[src/rtl/display_scan_ctrl_pkg.sv]
// Shared types and constants for the four-digit multiplexed display scanner.
package display_scan_ctrl_pkg;

   typedef enum logic [1:0] {
      IDLE  = 2'd0,
      BLANK = 2'd1,
      SHOW  = 2'd2
   } state_t;

   // Segment vectors are indexed a..g as bits 0..6, active low.
   typedef logic [0:6] seg_t;

   localparam seg_t       SEG_OFF = 7'b1111111;
   localparam logic [3:0] AN_OFF  = 4'b1111;

endpackage

[src/rtl/segment7.sv]
// BCD to active-low seven-segment decoder; codes 10..15 decode to all segments off.
module segment7
   import display_scan_ctrl_pkg::*;
(
   input  logic [3:0] bcd,
   output seg_t       seg
);

   always_comb begin
      seg = SEG_OFF;
      case (bcd)
         4'd0:    seg = 7'b0000001;
         4'd1:    seg = 7'b1001111;
         4'd2:    seg = 7'b0010010;
         4'd3:    seg = 7'b0000110;
         4'd4:    seg = 7'b1001100;
         4'd5:    seg = 7'b0100100;
         4'd6:    seg = 7'b0100000;
         4'd7:    seg = 7'b0001111;
         4'd8:    seg = 7'b0000000;
         4'd9:    seg = 7'b0000100;
         default: seg = SEG_OFF;
      endcase
   end

endmodule

[src/rtl/display_scan_ctrl.sv]
// Four-digit time-multiplexed display scanner with guard blanking between slots,
// per-frame input snapshot and optional leading-zero suppression.
module display_scan_ctrl
   import display_scan_ctrl_pkg::*;
#(
   parameter int unsigned CLK_DIV = 50000,
   parameter int unsigned GUARD   = 16
) (
   input  logic        clk,
   input  logic        rst_n,
   input  logic        en,
   input  logic [15:0] digits_in,
   input  logic        blank_lz,
   output seg_t        seg_out,
   output logic [3:0]  an_out,
   output logic [1:0]  slot_idx
);

   localparam int unsigned CntW = $clog2(CLK_DIV);
   localparam logic [CntW-1:0] GuardLast = CntW'(GUARD - 1);
   localparam logic [CntW-1:0] ShowLast  = CntW'(CLK_DIV - GUARD - 1);

   state_t            state_q, state_d;
   logic [CntW-1:0]   cnt_q, cnt_d;
   logic [1:0]        slot_q, slot_d;
   logic [15:0]       snap_digits_q;
   logic              snap_blz_q;
   logic              snap_load;
   seg_t              seg_q, seg_d;
   logic [3:0]        an_q, an_d;

   logic [3:0]        cur_digit;
   seg_t              dec_seg;
   logic              lz_blank;
   logic              out_of_range;
   logic [3:1]        is_zero;

   always_comb begin
      cur_digit = snap_digits_q[3:0];
      case (slot_q)
         2'd0:    cur_digit = snap_digits_q[3:0];
         2'd1:    cur_digit = snap_digits_q[7:4];
         2'd2:    cur_digit = snap_digits_q[11:8];
         default: cur_digit = snap_digits_q[15:12];
      endcase
   end

   segment7 u_segment7 (
      .bcd (cur_digit),
      .seg (dec_seg)
   );

   assign is_zero[3]   = (snap_digits_q[15:12] == 4'd0);
   assign is_zero[2]   = (snap_digits_q[11:8] == 4'd0);
   assign is_zero[1]   = (snap_digits_q[7:4] == 4'd0);
   assign out_of_range = (cur_digit > 4'd9);

   // A digit is a leading zero only if it and every digit above it are zero.
   always_comb begin
      lz_blank = 1'b0;
      case (slot_q)
         2'd3:    lz_blank = snap_blz_q & is_zero[3];
         2'd2:    lz_blank = snap_blz_q & is_zero[3] & is_zero[2];
         2'd1:    lz_blank = snap_blz_q & is_zero[3] & is_zero[2] & is_zero[1];
         default: lz_blank = 1'b0;
      endcase
   end

   always_comb begin
      state_d   = state_q;
      cnt_d     = cnt_q + 1'b1;
      slot_d    = slot_q;
      snap_load = 1'b0;
      if (!en) begin
         state_d = IDLE;
         cnt_d   = '0;
         slot_d  = 2'd0;
      end else begin
         case (state_q)
            IDLE: begin
               state_d   = BLANK;
               cnt_d     = '0;
               slot_d    = 2'd0;
               snap_load = 1'b1;
            end
            BLANK: begin
               if (cnt_q == GuardLast) begin
                  state_d = SHOW;
                  cnt_d   = '0;
               end
            end
            SHOW: begin
               if (cnt_q == ShowLast) begin
                  state_d   = BLANK;
                  cnt_d     = '0;
                  slot_d    = slot_q + 2'd1;
                  snap_load = (slot_q == 2'd3);
               end
            end
            default: begin
               state_d = IDLE;
               cnt_d   = '0;
               slot_d  = 2'd0;
            end
         endcase
      end
   end

   // Outputs are computed from the next state so the registers line up with state_q.
   always_comb begin
      an_d  = AN_OFF;
      seg_d = seg_q;
      if (state_d == SHOW) begin
         an_d = ~(4'b0001 << slot_d);
      end
      if (state_d == IDLE) begin
         seg_d = SEG_OFF;
      end else if (state_q == BLANK) begin
         seg_d = (lz_blank || out_of_range) ? SEG_OFF : dec_seg;
      end
   end

   always_ff @(posedge clk) begin
      if (!rst_n) begin
         state_q       <= IDLE;
         cnt_q         <= '0;
         slot_q        <= 2'd0;
         snap_digits_q <= '0;
         snap_blz_q    <= 1'b0;
         seg_q         <= SEG_OFF;
         an_q          <= AN_OFF;
      end else begin
         state_q <= state_d;
         cnt_q   <= cnt_d;
         slot_q  <= slot_d;
         seg_q   <= seg_d;
         an_q    <= an_d;
         if (snap_load) begin
            snap_digits_q <= digits_in;
            snap_blz_q    <= blank_lz;
         end
      end
   end

   assign seg_out  = seg_q;
   assign an_out   = an_q;
   assign slot_idx = slot_q;

endmodule

[config.mk]
export PLATFORM = sky130hd
export DESIGN_NAME = display_scan_ctrl
export DESIGN_NICKNAME = d
export VERILOG_FILES = /design/src/rtl/display_scan_ctrl_pkg.sv /design/src/rtl/segment7.sv /design/src/rtl/display_scan_ctrl.sv
export SDC_FILE = /design/constraint.sdc
export NUM_CORES = 1
export LEC_CHECK = 0
export ABC_AREA = 0
export ABC_CLOCK_PERIOD_IN_PS = 2870
export BUFFER_PORTS_ARGS = -buffer_cell sky130_fd_sc_hd__buf_2
export CORE_MARGIN = 3
export CORE_UTILIZATION = 30
export DETAILED_ROUTE_END_ITERATION = 10
export PLACE_DENSITY = 0.49
export SYNTH_ARGS = -nofsm -noshare
export SYNTH_HDL_FRONTEND = slang
export SYNTH_HIERARCHICAL = 1
export SYNTH_SLANG_ARGS = --single-unit
[constraint.sdc]
create_clock -name clk -period 2.87 [get_ports clk]
set_input_delay 0.574 -clock clk [delete_from_list [all_inputs] [get_ports clk]]
set_output_delay 0.574 -clock clk [all_outputs]
set_load 0.03 [all_outputs]
==> summary.md <==
| Metric | Value |
|---|---|
| Ratio of cells with drive above 1 in the final layout | `0.191` |
| Core Util, Final | `0.356` |
| Via-per-instance ratio | `4.80` |
| EDFF count, synth | `0` |
| RSZ-0062 raised after global routing | `no` |
| Synth warn | `6` |
| # IOs | `33` |
| Port Buffers | `32` |
| Compound-gate portion of the synthesized area | `0.100` |
| Largest family of logic cells by synthesized area | `simple AND/OR/NAND/NOR gates` |
| Met2 Use GR | `0.177` |
| Busiest grt layer | `met2` |
| DR vias | `2059` |
| Mux contribution to synthesized area | `0.0816` |
| Pwr/cell area | `430 mW/mm2` |
| Sequential share of the synthesized area | `0.373` |
| Maximum VDD drop | `0.178 mV` |
| Post-synthesis xor/xnor area fraction | `0.0476` |
| Hold Crit Start | `cnt_q[0]` |
| Core Box Area | `0.00826 mm2` |
| Clk_lat worst skew | `0.30 ns` |
| DRC violations left | `0` |
| Root Buffer | `clkbuf_8` |
| Footprint of the multi-input gates | `0.00150 mm2` |
| Grt met1 use | `0.167` |
| Count leader, synth | `dfxtp_1` |
| Adder-Cell Fraction of Synth Area | `0.0777` |
| Wirelength per Cell | `12.8 um` |
| Post-synthesis sequential element count | `48` |
| # Post-CTS Setup Buffers | `0` |
| Hold depth | `1` |
| Final period utilization | `0.918` |
| Fin. max-slew vios | `0` |
| Gp weighted congestion | `0.758` |
| Lkg Pwr | `1.14 nW` |
| Vias in the first global route | `1978` |
| Worst R2R End | `seg_out[3]` |
| Yosys top cell area share | `0.373` |
| Remaining global-route overflow | `0` |
| Final min period | `2.63 ns` |
| N_diodes | `0` |
| Area Growth Syn to Fin | `14.1%` |
| Hold Crit Class | `flop to flop` |
| Die height | `98.7 um` |
| Gate Count Post-Synth | `292` |
| Detail Route Antenna Nets | `0` |
| Syn_nets | `328` |
| Hpwl dp | `4060 um` |
| DIE WIDTH | `98.7 um` |
| Total GRT Usage | `0.119` |
| Critical path data arrival time | `2.81 ns` |
| Initial Util | `0.312` |
| Synth top cells by count | `dfxtp_1, nand2_1, nor2_1` |
| Fillers | `888` |
| H-tree levels | `2` |
| Max-capacitance violation count | `0` |
| First drt pass iteration count | `5` |
| Post-synth top area cell | `dfxtp_1` |
| Simple-gate share of the synthesized area | `0.272` |
| Initial antenna violation count | `0` |
| Required @ worst endpoint | `3.05 ns` |
| Post-synth ARST share | `0` |
| Clock Skews | `0.00741 ns` |
| Post-Layout Inst Area | `0.00294 mm2` |
| Post-cts sizing count | `0` |
| Distinct cells, synth | `48` |
| Detailed Route WL | `5480 um` |
| 1st-iter DRT viols | `124` |
| Hold buffer count at CTS | `0` |
| Finished Layout Cells | `429` |
| Clock Path Buffers | `2` |
| Critical path capture point type | `flop` |
| Sequential cell area | `962 um2` |
| R2R Path Start | `slot_idx[1]` |
| Startpoint Class | `flop` |
| Top cells by area, synth | `dfxtp_1, mux2i_1, ha_1, nand2_1, nor2_1` |
| R2R cell count | `10` |
| # rows | `33` |
| Status | `finished clean` |
| CTS clk-pin slew, worst paths | `0.09 ns` |
| Die area | `0.00974 mm2` |
| Worst-Margin Slew | `0.846 ns` |
| CTS Buf Count | `5` |
| Top FF cell, synth | `dfxtp_1` |
| Clock Sinks | `48` |
| First-pass GRT wire length | `9560 um` |
| Worst reg-to-reg setup slack | `0.24 ns` |
| # nets final | `359` |
| TNS Setup | `0 ns` |
| Post-DP Area | `0.00284 mm2` |
| CP max FO | `6` |
| Fmax achieved | `380 MHz` |
| GR Layer Usage met3 | `0.0311` |
| Setup-failing EPs final | `0` |
| WS Path Type | `flop to flop` |
| Final-report hold violation count | `0` |
| Largest net degree at the start of global routing | `38` |
| CTS tree | `built` |
| Mean post-synth cell area | `8.82 um2` |
| Hold Path End | `cnt_q[0]` |
| Synth Cell Area | `0.00258 mm2` |
| Post-placement cell count | `421` |
| Worst relative slew slack | `0.420` |
==> report_power, final <==
group | switching, mW | internal, mW | total (mW)
registers | 0.0150 | 0.685 | 0.701
logic | 0.0809 | 0.0659 | 0.147
clock network | 0.225 | 0.193 | 0.418
==> sequential cells by signal, summed over array words and instances, names as in the netlist <==
signal         flops
snap_blz_q         1
slot_idx           2
an_out             4
seg_out            7
state_q            2
cnt_q             16
snap_digits_q     16
==> worst max path at each step <==
| stage | from | end | cells past startpoint |
|---|---|---|---|
| CTS | slot_idx[0] | seg_out[5] | 10 |
| floorplan | slot_idx[0] | seg_out[3] | 10 |
| global placement | slot_idx[0] | seg_out[5] | 10 |
| detailed placement | slot_idx[0] | seg_out[5] | 10 |
| finish | slot_idx[1] | seg_out[3] | 10 |
| global route | slot_idx[1] | seg_out[1] | 9 |
==> metrics by stage <==
step / hold slack, ns / power [mW] / setup slack [ns]
after global routing: 0.479 / 1.34 / 0.00292
after detailed placement: 0.434 / 0.863 / 0.146
after floorplan: 0.413 / 0.823 / 0.215
after CTS: 0.447 / 1.28 / 0.115
final: 0.440 / 1.27 / 0.235
after global placement: 0.426 / 0.863 / 0.299
==> layout by cell type (no fill, tap or decap), types with 4 or more instances in the layout <==
| cell | n |
|---|---|
| xnor2_1 | 4 |
| o21ai_0 | 14 |
| nand2b_1 | 4 |
| nor4b_1 | 8 |
| nand4_1 | 6 |
| mux2i_1 | 20 |
| nand3_1 | 4 |
| xor2_1 | 10 |
| a222oi_1 | 4 |
| clkbuf_8 | 6 |
| ha_1 | 16 |
| inv_1 | 14 |
| nor2_1 | 37 |
| dfxtp_1 | 47 |
| buf_2 | 32 |
| buf_4 | 5 |
| nand2_1 | 45 |
==> cell families (layout without fill, tap and decap cells) <==
family,after synthesis,after routing
DFF,48,48
buffers and inverters,27,59
xor gates and xnor gates,14,14
adders and majority gates,16,16
AOI/OAI and AO/OA,34,34
muxes,21,21
and+or+nand+nor,132,132
==> metal layers <==
layer,part of all wire,wire [um]
met2,0.42,2320
met4,0.014,76
met5,0,0
met3,0.038,208
met1,0.52,2870
==> worst max-delay path, cell delays in order (launching register included) <==
cell      delay [ns]
dfxtp_1         0.43
inv_1           0.11
ha_1            0.24
a222oi_1        0.40
mux2i_1         0.22
ha_1            0.23
or2_1           0.21
a21oi_2         0.15
a31oi_1         0.06
nor4b_1         0.33
o21ai_0         0.12
==> final cells by class <==
class                           instances  area share
Sequential cell                        48       0.327
Tap cell                              105      0.0447
Inverter                               14      0.0179
Clock inverter                          2     0.00340
Multi-Input combinational cell        217       0.511
Timing Repair Buffer                   37      0.0672
Clock buffer                            6      0.0281
Note: power is estimated with default switching activity, not from simulation.
